==> config.mk <==
export PLATFORM = sky130hd
export DESIGN_NAME = vga_window_mixer
export DESIGN_NICKNAME = d
export VERILOG_FILES = /design/src/rtl/vga_window_mixer.sv
export SDC_FILE = /design/constraint.sdc
export NUM_CORES = 1
export LEC_CHECK = 0
export CAP_MARGIN = 30
export CORE_ASPECT_RATIO = 1.5
export CORE_MARGIN = 2
export CORE_UTILIZATION = 42
export DETAILED_ROUTE_END_ITERATION = 10
export DONT_BUFFER_PORTS = 1
export PLACE_DENSITY = 0.68
export SLEW_MARGIN = 20
export SYNTH_ARGS = -nofsm -noshare
export SYNTH_HDL_FRONTEND = slang
export SYNTH_SLANG_ARGS = --single-unit
==> constraint.sdc <==
create_clock -name PIXEL_CLK -period 2.3 [get_ports PIXEL_CLK]
set_clock_uncertainty 0.2 [all_clocks]
set_input_delay 0.46 -clock PIXEL_CLK [delete_from_list [all_inputs] [get_ports PIXEL_CLK]]
set_output_delay 0.46 -clock PIXEL_CLK [all_outputs]
set_load 0.05 [all_outputs]
==> src/rtl/vga_window_mixer.sv <==
// Pixel compositor: NUM_WIN prioritised rectangles over a solid or LFSR-noise
// background, with frame-synchronous shadow-to-active configuration commit.
module vga_window_mixer #(
  parameter int          NUM_WIN   = 4,
  parameter int          COORD_W   = 13,
  parameter int          WIN_IDX_W = 3,
  parameter logic [15:0] LFSR_SEED = 16'hACE1,
  parameter logic        SYNC_IDLE = 1'b1
) (
  input  logic                   PIXEL_CLK,
  input  logic                   RST_N,
  input  logic [COORD_W-1:0]     locX,
  input  logic [COORD_W-1:0]     locY,
  input  logic                   in_image,
  input  logic                   sync_h_in,
  input  logic                   sync_v_in,
  input  logic                   frame_start,
  input  logic                   cfg_we,
  input  logic [WIN_IDX_W+2:0]   cfg_addr,
  input  logic [COORD_W-1:0]     cfg_data,
  output logic                   cfg_pending,
  output logic [2:0]             vgaRed,
  output logic [2:0]             vgaGreen,
  output logic [1:0]             vgaBlue,
  output logic                   Hsync,
  output logic                   Vsync
);

  // An all-zero Galois state is a lock-up point, so a zero seed is remapped.
  localparam logic [15:0] SEED      = (LFSR_SEED == 16'h0000) ? 16'h0001 : LFSR_SEED;
  localparam logic [15:0] LFSR_MASK = 16'hB400;

  logic [2:0]           field;
  logic [WIN_IDX_W-1:0] widx;
  logic                 win_ok;
  logic                 wr_win;
  logic                 wr_bg;
  logic                 pending_d, pending_q;

  logic [COORD_W-1:0] sh_xlo_q [NUM_WIN];
  logic [COORD_W-1:0] sh_xhi_q [NUM_WIN];
  logic [COORD_W-1:0] sh_ylo_q [NUM_WIN];
  logic [COORD_W-1:0] sh_yhi_q [NUM_WIN];
  logic [7:0]         sh_col_q [NUM_WIN];
  logic [NUM_WIN-1:0] sh_en_q;
  logic [7:0]         sh_bg_q;
  logic               sh_noise_q;

  logic [COORD_W-1:0] sh_xlo_d [NUM_WIN];
  logic [COORD_W-1:0] sh_xhi_d [NUM_WIN];
  logic [COORD_W-1:0] sh_ylo_d [NUM_WIN];
  logic [COORD_W-1:0] sh_yhi_d [NUM_WIN];
  logic [7:0]         sh_col_d [NUM_WIN];
  logic [NUM_WIN-1:0] sh_en_d;
  logic [7:0]         sh_bg_d;
  logic               sh_noise_d;

  logic [COORD_W-1:0] act_xlo_q [NUM_WIN];
  logic [COORD_W-1:0] act_xhi_q [NUM_WIN];
  logic [COORD_W-1:0] act_ylo_q [NUM_WIN];
  logic [COORD_W-1:0] act_yhi_q [NUM_WIN];
  logic [7:0]         act_col_q [NUM_WIN];
  logic [NUM_WIN-1:0] act_en_q;
  logic [7:0]         act_bg_q;
  logic               act_noise_q;

  logic [15:0]        lfsr_d, lfsr_q;
  logic [NUM_WIN-1:0] hit_d;
  logic [NUM_WIN-1:0] s1_hit_q;
  logic               s1_img_q;
  logic [7:0]         s1_noise_q;
  logic               s1_hs_q, s1_vs_q;
  logic [7:0]         colour_d, colour_q;
  logic               s2_hs_q, s2_vs_q;

  assign field  = cfg_addr[2:0];
  assign widx   = cfg_addr[WIN_IDX_W+2:3];
  assign win_ok = (int'(widx) < NUM_WIN);
  assign wr_win = cfg_we && win_ok && (field <= 3'd5);
  assign wr_bg  = cfg_we && (field == 3'd7);

  // A write in the same cycle as a commit must leave the flag set.
  assign pending_d = (wr_win || wr_bg) ? 1'b1 :
                     frame_start       ? 1'b0 : pending_q;

  always_comb begin
    sh_xlo_d   = sh_xlo_q;
    sh_xhi_d   = sh_xhi_q;
    sh_ylo_d   = sh_ylo_q;
    sh_yhi_d   = sh_yhi_q;
    sh_col_d   = sh_col_q;
    sh_en_d    = sh_en_q;
    sh_bg_d    = sh_bg_q;
    sh_noise_d = sh_noise_q;
    for (int w = 0; w < NUM_WIN; w++) begin
      if (wr_win && (int'(widx) == w)) begin
        case (field)
          3'd0:    sh_xlo_d[w] = cfg_data;
          3'd1:    sh_xhi_d[w] = cfg_data;
          3'd2:    sh_ylo_d[w] = cfg_data;
          3'd3:    sh_yhi_d[w] = cfg_data;
          3'd4:    sh_col_d[w] = cfg_data[7:0];
          3'd5:    sh_en_d[w]  = cfg_data[0];
          default: ;
        endcase
      end
    end
    if (wr_bg) begin
      sh_bg_d    = cfg_data[7:0];
      sh_noise_d = cfg_data[8];
    end
  end

  // The commit copies the shadow as it stood before any same-cycle write.
  always_ff @(posedge PIXEL_CLK or negedge RST_N) begin
    if (!RST_N) begin
      for (int w = 0; w < NUM_WIN; w++) begin
        sh_xlo_q[w]  <= '0;
        sh_xhi_q[w]  <= '0;
        sh_ylo_q[w]  <= '0;
        sh_yhi_q[w]  <= '0;
        sh_col_q[w]  <= '0;
        act_xlo_q[w] <= '0;
        act_xhi_q[w] <= '0;
        act_ylo_q[w] <= '0;
        act_yhi_q[w] <= '0;
        act_col_q[w] <= '0;
      end
      sh_en_q     <= '0;
      act_en_q    <= '0;
      sh_bg_q     <= '0;
      act_bg_q    <= '0;
      sh_noise_q  <= 1'b1;
      act_noise_q <= 1'b1;
      pending_q   <= 1'b0;
    end else begin
      sh_xlo_q   <= sh_xlo_d;
      sh_xhi_q   <= sh_xhi_d;
      sh_ylo_q   <= sh_ylo_d;
      sh_yhi_q   <= sh_yhi_d;
      sh_col_q   <= sh_col_d;
      sh_en_q    <= sh_en_d;
      sh_bg_q    <= sh_bg_d;
      sh_noise_q <= sh_noise_d;
      if (frame_start) begin
        act_xlo_q   <= sh_xlo_q;
        act_xhi_q   <= sh_xhi_q;
        act_ylo_q   <= sh_ylo_q;
        act_yhi_q   <= sh_yhi_q;
        act_col_q   <= sh_col_q;
        act_en_q    <= sh_en_q;
        act_bg_q    <= sh_bg_q;
        act_noise_q <= sh_noise_q;
      end
      pending_q <= pending_d;
    end
  end

  assign lfsr_d = {1'b0, lfsr_q[15:1]} ^ (lfsr_q[0] ? LFSR_MASK : 16'h0000);

  // Half-open bounds, so lo >= hi can never match.
  always_comb begin
    hit_d = '0;
    for (int w = 0; w < NUM_WIN; w++) begin
      hit_d[w] = act_en_q[w] &&
                 (locX >= act_xlo_q[w]) && (locX < act_xhi_q[w]) &&
                 (locY >= act_ylo_q[w]) && (locY < act_yhi_q[w]);
    end
  end

  always_ff @(posedge PIXEL_CLK or negedge RST_N) begin
    if (!RST_N) begin
      lfsr_q     <= SEED;
      s1_hit_q   <= '0;
      s1_img_q   <= 1'b0;
      s1_noise_q <= '0;
      s1_hs_q    <= SYNC_IDLE;
      s1_vs_q    <= SYNC_IDLE;
    end else begin
      lfsr_q     <= lfsr_d;
      s1_hit_q   <= hit_d;
      s1_img_q   <= in_image;
      s1_noise_q <= lfsr_q[7:0];
      s1_hs_q    <= sync_h_in;
      s1_vs_q    <= sync_v_in;
    end
  end

  // Scanning from the highest index down leaves the lowest-index hit in place.
  always_comb begin
    colour_d = '0;
    if (s1_img_q) begin
      colour_d = act_noise_q ? s1_noise_q : act_bg_q;
      for (int w = NUM_WIN - 1; w >= 0; w--) begin
        if (s1_hit_q[w]) colour_d = act_col_q[w];
      end
    end
  end

  always_ff @(posedge PIXEL_CLK or negedge RST_N) begin
    if (!RST_N) begin
      colour_q <= '0;
      s2_hs_q  <= SYNC_IDLE;
      s2_vs_q  <= SYNC_IDLE;
    end else begin
      colour_q <= colour_d;
      s2_hs_q  <= s1_hs_q;
      s2_vs_q  <= s1_vs_q;
    end
  end

  assign cfg_pending = pending_q;
  assign vgaRed      = colour_q[2:0];
  assign vgaGreen    = colour_q[5:3];
  assign vgaBlue     = colour_q[7:6];
  assign Hsync       = s2_hs_q;
  assign Vsync       = s2_vs_q;

endmodule

* After elaboration in Yosys (flattened, before gate mapping)
Cells that the tools add are included.
** Storage, ports and cells
- Register bits :: 548
- Latch bits :: 0
- Memory bits (writable) :: 0
- Bits in read-only memories :: 0
- Input port bits :: 52
- Output and inout bits :: 11
- Logic and storage cells :: 147
- Memories :: 0
** Cells by class
- Add/sub/neg operators :: 0
- $mul :: 0
- Div/mod/pow operators :: 0
- Magnitude comparators :: 18
- Equal/unequal tests :: 9
- Shift-type cells :: 0
- Muxes and demuxes :: 9
- Bitwise logic cells :: 1
- Reduce and logical (&&, ||, !) cells :: 51
** Operator list (count)
- 13-bit greater-or-equal comparator :: 8
- 13-bit less-than comparator :: 8
- 8-bit 2-to-1 mux :: 6
- 2-bit AND reduction :: 24
- 1-bit logical AND :: 23
- 16-bit 2-to-1 mux :: 1
- 15-bit by 16-bit XOR with 16-bit output :: 1
- 3-bit equality test (second input constant) :: 5
- 3-bit by 2-bit equality test with 1-bit output (second input constant) :: 3
- 3-bit logical NOT :: 2
- 3-bit by 1-bit equality test with 1-bit output (second input constant) :: 1
- 3-bit <= comparator (second input constant) :: 1
- 3-bit less-than comparator (second input constant) :: 1
- 1-bit 2-to-1 mux :: 2
- 2-bit nonzero test :: 1
- 1-bit logical OR :: 1

* Logic depth before layout (Yosys ltp)
- Depth after elaboration :: 6
- Depth in mapped cells :: 8

* Least setup slack after synthesis
No wires, ideal clock.
- Kind :: input to register
- From :: in cfg_addr[0]
- To :: reg sh_xhi_q[10] (netlist name)
- Arrival :: 1.798 ns
- Data required time :: 1.975 ns
- Slack :: 0.178 ns
- Stages :: 5
- Path buffers :: 2
- Cells stage by stage :: buf_2 -> nor3b_1 -> nor2b_1 -> buf_4 -> mux2_2
** On the way
- Cells in the longest elaborated chain, start to end :: 4
- Elaborated cells between the ends (all ways) :: 5
- Those cells by class :: order compare (1); eq/ne (1); reduce/logical (3)
** RTL lines
- from (decl) :: RTL line 19 : input logic [WIN_IDX_W+2:0] cfg_addr,
- 3-bit <= comparator :: RTL line 79 : assign wr_win = cfg_we && win_ok && (field <= 3'd5);
- 1-bit logical AND :: RTL line 79
- 1-bit logical AND :: RTL line 96 : if (wr_win && (int'(widx) == w)) begin
- 2-bit AND reduction (no source line) (*)
- to (signal assigned) :: RTL line 138 : sh_xhi_q <= sh_xhi_d;
- to (decl) :: RTL line 41 : logic [COORD_W-1:0] sh_xhi_q [NUM_WIN];
Mark *: on every way between the ends. The rest lies on a longest branch, timed or not.
A chain may end at the register's enable or synchronous reset.

* Worst setup path in the final report
- From :: reg act_xhi_q[5] (netlist name)
- To :: reg s1_hit_q[3]
** On the way
- Cells in the longest elaborated chain, start to end :: 4
** RTL lines
- from (decl) :: RTL line 59 : logic [COORD_W-1:0] act_xhi_q [NUM_WIN];
- from (signal assigned) :: RTL line 147 : act_xhi_q <= sh_xhi_q;
- 13-bit less-than comparator :: RTL line 166 : (locX >= act_xlo_q[w]) && (locX < act_xhi_q[w]) &&
- 1-bit logical AND (2 in a row) :: RTL line 166
- 1-bit logical AND :: RTL line 167 : (locY >= act_ylo_q[w]) && (locY < act_yhi_q[w]);
- via hit_d[3] :: RTL line 68 : logic [NUM_WIN-1:0] hit_d;
- to (signal assigned) :: RTL line 181 : s1_hit_q <= hit_d;
- to (decl) :: RTL line 69 : logic [NUM_WIN-1:0] s1_hit_q;
The timed path passes the listed nets, and every way through them passes these cells.

==> flow_summary.toml <==
[placed_design]
dpl_cell_area_sq_mm = 0.0257
place.port_buffers = 0
hpwl_mm = 37.5
post-place-cells = 2842
place_congestion = 0.869

[final_layout]
seqCellArea_sq_mm = 0.0136
final_cell_area_sq_mm = 0.0298
syn_to_final_growth_pct = 20.0
layout.nets = 2596
multi_input_comb_area_sq_mm = 0.0101
final_cells = 3162
drive_above_1_share_pct = 19.7
n_fill_cell = 5047

[timing]
tns_ns = 0
post-route-period-util_pct = 96.4
rsz0062_at_grt = "true"
min_period_ns = 2.22
setup_viol = 0
finalHoldViolations = 534
worst_pin_slew_ns = 2.05
fmax_mhz = 451
max_slew_margin_pct = -36.8
drv_slew = 304
hold_ws_ns = -0.615

[clock_tree]
tritoncts = "done"
clockBufferDepth = 3
clk_latency_ns = 0.58
clock_sinks = 544
clkSlewWorstSetupHoldPaths_ns = 0.07
cts_root_buf = "clkbuf_16"
postCtsSetupBuffers = 0
ctsHoldBuffers = 225
cts-buffers-inserted = 49
htreeDepth = 2

[synth]
avgSynthCellArea_sq_um = 11.6
synth_common_cells = "dfrtp_1 (530), mux2_2 (302), o21ai_0 (245)"
synth_edf_count = 0
ys_ff_latch = 544
synth.top_cell.area_share_pct = 53.4
ys.flop_type = "dfrtp_1"
async_flop_share_pct = 100
ys_top_cells_by_area = "dfrtp_1 (53%), mux2_2 (14%), ha_1 (10%)"
synth_cells = 2132
yosys.area.top_type = "dfrtp_1"
synth.net_count = 2384
ys.warnings.count = 0
yosysSeqAreaShare_pct = 54.9
syn_area_sq_mm = 0.0248
yosysMostFrequentCell = "dfrtp_1"
synth.distinct_cells = 54

[worst_setup_path]
start_kind = "flop"
crit_chain = "inv_1 > ha_1 > a21o_1 > a21oi_1 > o31ai_1 > a2111oi_2 > nor4bb_2"
r2r_start = "act_xhi_q[5]"
slowest_stage = "a2111oi_2"
cp.required_ns = 2.56
arrival_ns = 2.48
worstSetupEndpointType = "flop"
crit_path_max_incr_delay_ns = 0.40
critPathKind = "reg2reg"
path_max_fanout = 2
critPathLaunch = "act_xhi_q[5]"

[detailed_routing]
drt_wl_total_mm = 62.2
antenna_left = 0
first_pass_iters = 6
drt_iter0_markers = 1135
dr_total_vias = 16682
wl_per_cell_microns = 19.7
via_per_inst = 5.28
drcViolationCount = 0

[die]
coreArea_sq_mm = 0.0586
die_width_microns = 203
die_h_microns = 302
die-area_sq_mm = 0.0611
initial_core_util_pct = 42.3
row_count = 109
pin_count = 63

[run_status]
outcome = "finished, violations left"
violations = "negative hold slack, max-slew violations"

[flow_run]
drv_cap = 0

[global_routing]
grt_pass1_vias = 17848
grt_overflow_total = 0
grt_max_degree = 545
antenna_found_initial = 3
gr-usage-all-layers_pct = 20.7
grt_pass1_wl_mm = 98.9

[pwr]
total_power_w = 0.0235
peakVddDrop_mv = 0.633
power_density_mw_per_mm2 = 787
p_leak_nw = 14.3

[min_path]
hold_path_class = "in2async"
## stage by stage
step / worst slack (ns) / utilization (%)
floorplan: 0.178 / -
global placement: -0.481 / 43.7
detailed placement: -0.430 / 43.7
CTS: 0.0245 / 50.7
global route: -0.0782 / 50.8
finish: 0.0825 / 50.8
## report_power, final
group	internal, W	switching, W
clock	0.00499	0.00365
combinational	0.00194	0.00162
sequential	0.0107	0.000590
## placed cells by master, fill, tap and decap left out, types with 9 or more instances in the layout
cell | netlist | routed
dfstp_2 | 14 | 14
buf_12 | 1 | 12
nor2_1 | 48 | 48
clkbuf_16 | 0 | 50
buf_4 | 4 | 28
a21oi_1 | 63 | 61
nand4_1 | 26 | 26
mux2_2 | 302 | 302
dlygate4sd3_1 | 0 | 213
clkinv_2 | 0 | 9
clkbuf_8 | 0 | 13
a211oi_1 | 32 | 30
nor3_1 | 9 | 9
dfrtp_1 | 530 | 530
nand3_1 | 11 | 11
ha_1 | 200 | 200
nor2b_1 | 10 | 10
nand2_1 | 243 | 243
o21ai_0 | 245 | 241
mux2_4 | 10 | 10
a21o_1 | 11 | 11
inv_1 | 199 | 199
## logic make-up (layout without fill, tap and decap cells)
family	Yosys count	in the layout	share of synthesized area [%]
flip-flops	544	544	54.9
AO/OA/AOI/OAI	387	387	8.67
AND/OR/NAND/NOR	378	378	6.75
multiplexers	322	322	14.7
buffers and inverters	298	550	4.79
adder cells (fa/ha/maj)	200	200	10.1
XOR/XNOR	3	3	0.106
other	0	1	0
## per-layer routing
metal	track usage (%)	wire, microns	part of all wire (%)	vias to the layer above
li1	-	-	-	7722
met1	24.4	25300	41	8489
met2	37.6	32000	51	340
met3	2.87	2280	3.7	127
met4	8.74	2580	4.2	4
met5	0	25	0.040	-
## layout make-up
type / instances / area share (%)
tap: 777 / 3.26
inverter: 199 / 2.51
multi-input combinational: 1290 / 33.8
clock buffer: 71 / 4.90
timing repair buffer: 260 / 9.00
clock inverter: 20 / 0.835
sequential: 544 / 45.7
antenna: 1 / 0.00840
## critical path: cells and delay by family (launching register included)
family                   cells  cell delay, ns
buffers and inverters        1            0.07
adder cells (fa/ha/maj)      1            0.25
AND/OR/NAND/NOR              1            0.27
flip-flops                   1            0.37
AO/OA/AOI/OAI                4            0.93
## flip-flops by register name (all words and copies together) (netlist names), 8 cells and up
name        flops
colour_q        8
act_bg_q        8
s1_noise_q      8
sh_xlo_q       52
sh_ylo_q       52
sh_bg_q         8
act_ylo_q      52
sh_yhi_q       52
act_xlo_q      52
act_xhi_q      52
sh_xhi_q       52
act_col_q      32
lfsr_q         12
act_yhi_q      52
sh_col_q       32
## final timing paths
path | slack [ns] | cells after the start | to
worst min-delay path | -0.61 | 0 | act_yhi_q[16]
worst max register to register | 0.08 | 7 | s1_hit_q[3]
worst min register to register | 0.15 | 0 | lfsr_q[7]
max in group asynchronous | 0.89 | 0 | s1_hit_q[0]
min in group PIXEL_CLK | 0.03 | 3 | sh_en_q[2]
worst max-delay path | 0.08 | 7 | s1_hit_q[3]
## what timing repair did
action | in CTS | in global routing
setup endpoints to repair | 1 | 12
pin swaps | 2 | 0
endpoints found under the hold margin | 1054 | 544
resized for setup | 4 | 14
cloned | 0 | 0
No activity file was read; power rests on OpenSTA's default activity.
==> RTL edit 1, RTL diff (same settings) <==
Make the reset (`RST_N`) synchronous in 3 clocked blocks.
--- a/src/rtl/vga_window_mixer.sv
+++ b/src/rtl/vga_window_mixer.sv
@@ -113,5 +113,5 @@
 
   // The commit copies the shadow as it stood before any same-cycle write.
-  always_ff @(posedge PIXEL_CLK or negedge RST_N) begin
+  always_ff @(posedge PIXEL_CLK) begin
     if (!RST_N) begin
       for (int w = 0; w < NUM_WIN; w++) begin
@@ -169,5 +169,5 @@
   end
 
-  always_ff @(posedge PIXEL_CLK or negedge RST_N) begin
+  always_ff @(posedge PIXEL_CLK) begin
     if (!RST_N) begin
       lfsr_q     <= SEED;
@@ -198,5 +198,5 @@
   end
 
-  always_ff @(posedge PIXEL_CLK or negedge RST_N) begin
+  always_ff @(posedge PIXEL_CLK) begin
     if (!RST_N) begin
       colour_q <= '0;
Function: differs if RST_N is asserted again (counterexample within 4 cycles, from zero or initial values and one cycle with RST_N low); with RST_N held inactive, the same outputs for 4 cycles.
==> RTL edit 1 against the unedited design <==
Synthesized area up 2.8%. Synthesized cell count up 27%. First-iteration DRC count down 7.5%. Worst setup slack better by 0.013 ns. Utilization up 4.7 points. Routed wire length up 19%. Sequential cell count unchanged. Maximum frequency up 0.57%. Design area up 12%. Critical endpoint is now sh_xlo_q[22]$_SDFFE_PN0P_. Largest cell class is now multi-input combinational cells. Highest routed layer is now met4.
Power is not compared: it rests on default switching activity, and its combinational part moved more than twofold at a synthesized area within 25%.
==> RTL edit 1: results (changes against the unedited design) <==
placed_cells: 3369  # +19%
h-tree-depth: 2  # unchanged
ys_seq_area_share_pct: 42.7  # -12 points
r2r-start: "act_xhi_q[32]$_SDFFE_PN0P_"
worstPathMaxFanout: 11  # +9
gp_congestion: 0.815  # -6.2%
p_comb_uw: 1220
sw_frac_of_total_pct: 22.9
antenna_found_initial: 0  # -3
grt_pass1_wl_mm: 118  # +19%
via_count: 20700  # +24%
min_path_type: "in2reg"
detailedPlace.worstSlack_ns: -0.145  # +0.286 ns
r2r_end: "s1_hit_q[1]$_SDFF_PN0_"
yosysWarnings: 0  # unchanged
grt_pass1_vias: 22100  # +24%
ys_async_sr_fraction_pct: 0  # -100 points
drt_iter0_markers: 1050  # -7.5%
yosys-top-cells-area: "dfxtp_1 43%, mux2i_1 14%, ha_1 9.8%"
dp_hpwl_mm: 40.7  # +8.5%
grt_util_met1_pct: 26.8  # +2.4 points
layout-drive-gt1-share_pct: 5.64  # -14 points
cts_buffer_depth: 3  # unchanged
grt_max_degree: 402  # -26%
diodes: 0  # -1
grt_overflow: 0  # unchanged
syn_nets: 2955  # +24%
grtUsageMet2_pct: 42.0  # +4.3 points
startpoint: "cfg_addr[1]"
cp_slowest_cell: "dlygate4sd3_1"
clock_latency_ns: 0.60  # +0.02 ns
drt-total-wl_mm: 74.2  # +19%
placed_cell_area_mm2: 0.0263  # +2.5%
p_sw_uw: 4450
netlist_instances: 2703  # +27%
status: "finished clean"
setup_slack_ns: 0.0951  # +0.0126 ns
numCtsBuffers: 52  # +6.1%
grt_use_met3_pct: 4.26  # +1.4 points
crit_family: "buffers and inverters"
crit_path_end: "sh_xlo_q[22]$_SDFFE_PN0P_"
first_pass_iters: 5  # -1
slew_headroom_pct: 48.0  # +85 points
rr_worst_depth: 8  # +1
slowest_delay_ns: 0.56  # +0.16 ns
clkTransAtPathRegs_ns: 0.06
via_per_inst: 5.22  # -1.1%
whs_ns: 0.0747  # +0.689 ns
cts-root-buf: "clkbuf_16"
synthTopCellsByCount: "544 x dfxtp_1, 356 x mux2i_1, 353 x nor2b_1, 296 x nand2_1, 200 x ha_1"
ys_types: 57  # +5.6%
grt_usage_pct: 23.8  # +3.1 points
## RTL edit 1: worst min-delay path by stage
| stage | startpoint | endpoint |
|---|---|---|
| 2_1_floorplan | s1_hs_q$_SDFF_PN1_ | Hsync$_SDFF_PN1_ |
| 3_3_place_gp | s1_hs_q$_SDFF_PN1_ | Hsync$_SDFF_PN1_ |
| 3_5_place_dp | s1_vs_q$_SDFF_PN1_ | Vsync$_SDFF_PN1_ |
| 4_1_cts | cfg_addr[2] | sh_ylo_q[38]$_SDFFE_PN0P_ |
| 5_1_grt | cfg_addr[0] | sh_ylo_q[38]$_SDFFE_PN0P_ |
| 6_report | cfg_addr[0] | sh_ylo_q[38]$_SDFFE_PN0P_ |
## RTL edit 1: logic make-up after synthesis
| family | after synthesis | synth area share, % |
|---|---|---|
| and+or+nand+nor | 891 | 18.5 |
| DFF | 544 | 42.7 |
| buffers and inverters | 360 | 5.65 |
| muxes | 356 | 14.0 |
| AOI/OAI and AO/OA | 349 | 9.32 |
| adders and majority gates | 200 | 9.80 |
| xor gates and xnor gates | 3 | 0.103 |
## RTL edit 1: cell type report
| type | count | area, µm² |
|---|---|---|
| repair buffers | 558 | 5730 |
| clock buffers | 75 | 1470 |
| multi-input cells | 1799 | 13300 |
| fillers | 5038 | 26800 |
| flip-flops and latches | 544 | 10900 |
| well taps | 784 | 981 |
| inverters | 196 | 736 |
| clock inverters | 21 | 248 |
## RTL edit 1: metal layers
layer	routed length, µm	vias to the layer above	part of all wire [%]
met5	0	-	0
met4	4270	0	5.8
met3	3860	218	5.2
met2	36500	478	49
met1	29600	10100	40
li1	-	9951	-
## RTL edit 1: timing repair
item                                    in CTS  in global routing
gates resized for setup                      1                 20
hold endpoints to repair                   532                  0
endpoints found under the setup margin       1                  7
pin swaps                                    0                  6
setup buffers                                0                  5
hold buffers                               506                  0
==> RTL edit 2, RTL diff (same flow settings) <==
Without the edit above. Change the parameter `COORD_W` from 13 to 15.
--- a/src/rtl/vga_window_mixer.sv
+++ b/src/rtl/vga_window_mixer.sv
@@ -3,5 +3,5 @@
 module vga_window_mixer #(
   parameter int          NUM_WIN   = 4,
-  parameter int          COORD_W   = 13,
+  parameter int          COORD_W   = 15,
   parameter int          WIN_IDX_W = 3,
   parameter logic [15:0] LFSR_SEED = 16'hACE1,
Interface: changed (resized cfg_data, locX and locY); port bits go from 63 to 69. The function was not compared with the original's and may differ.
==> RTL edit 2 against the unedited design <==
The run still ends with negative hold slack, max-slew violations left. Critical path depth grew 2. Routed wire length is 13% higher. Cell count is 14% higher. Design area rose by 14%. Sequential share of layout area fell by 0.88 points. Synthesized cell count is 13% higher. Synthesized area rose by 13%. Worst setup slack worse by 0.036 ns. Via count up 14%. Sequential cell count up 64. Total power increased by 16%.
==> RTL edit 2: results (changes against the unedited design) <==
drt_iter0_markers: 1248  # +10%
status: "finished with violations"
critPathArrivalTime_ns: 2.53  # +0.05 ns
wl_met2_mm: 35.7  # +12%
hold_viol: 598  # +12%
seqAreaFraction_pct: 44.9  # -0.88 points
rows: 116  # +6.4%
cp_slowest_cell: "dfrtp_1"
total_power_uw: 27200  # +16%
dp_hpwl_mm: 42.3  # +13%
seq-power_uw: 12600  # +12%
clock_latency_ns: 0.62  # +0.04 ns
whs_ns: -0.597  # +0.0173 ns
multi_input_area_share_pct: 33.7  # -0.034 points
clkbuf_count: 83  # +17%
grt_use_met3_pct: 2.73  # -0.13 points
fill_cells: 5818  # +15%
synthTopCellsByCount: "594 x dfrtp_1, 336 x mux2_2, 283 x nand2_1, 274 x o21ai_0, 232 x ha_1"
tightest_slew_ns: 2.37  # +0.317 ns
violations: "negative hold slack, max-slew violations"
top_layer_used: "met4"
drt-total-wl_mm: 70.3  # +13%
synth-compound-area-share_pct: 8.38  # -0.29 points
ys_seq_area_share_pct: 54.3  # -0.62 points
final_nets: 2965  # +14%
leakage_uw: 0.0164  # +15%
clk_share_pct: 6.19  # +0.45 points
ys_types: 56  # +3.7%
drv_slew: 466  # +53%
sw_frac_of_total_pct: 24.6  # -0.41 points
grtUsageMet2_pct: 36.6  # -1.0 points
inv_count: 229  # +15%
r2r-start: "act_ylo_q[34]$_DFFE_PN0P_"
grt_util_met1_pct: 24.4  # +0.034 points
syn_area_per_cell_um2: 11.6  # -0.39%
synth_xor_area_share_pct: 0.0936  # -0.012 points
grt_pass1_wl_mm: 111  # +12%
diodes: 3  # +2
via_per_inst: 5.26  # -0.38%
layout-drive-gt1-share_pct: 19.5  # -0.17 points
## RTL edit 2: changes by cell type after synthesis, moves of 7 or more
cell,unedited run,this run
buf_6,3,10
nor2_1,48,40
ha_1,200,232
a21o_1,11,28
inv_1,199,229
dfrtp_1,530,594
nand4_1,26,33
a21oi_1,63,82
mux2_2,302,336
a211oi_1,32,19
o21ai_0,245,274
nand3_1,11,20
nand2_1,243,283
mux2i_1,8,16
## RTL edit 2: final timing paths
| path | to | slack [ns] | depth (start not counted) |
|---|---|---|---|
| min | act_xhi_q[46]$_DFFE_PN0P_ | -0.60 | 0 |
| max in group asynchronous | sh_col_q[31]$_DFFE_PN0P_ | 0.69 | 0 |
| max | s1_hit_q[1]$_DFF_PN0_ | 0.05 | 9 |
| min in group PIXEL_CLK | sh_en_q[3]$_DFFE_PN0P_ | 0.04 | 3 |
| max reg2reg | s1_hit_q[1]$_DFF_PN0_ | 0.05 | 9 |
| min reg2reg | lfsr_q[7]$_DFF_PN1_ | 0.15 | 0 |
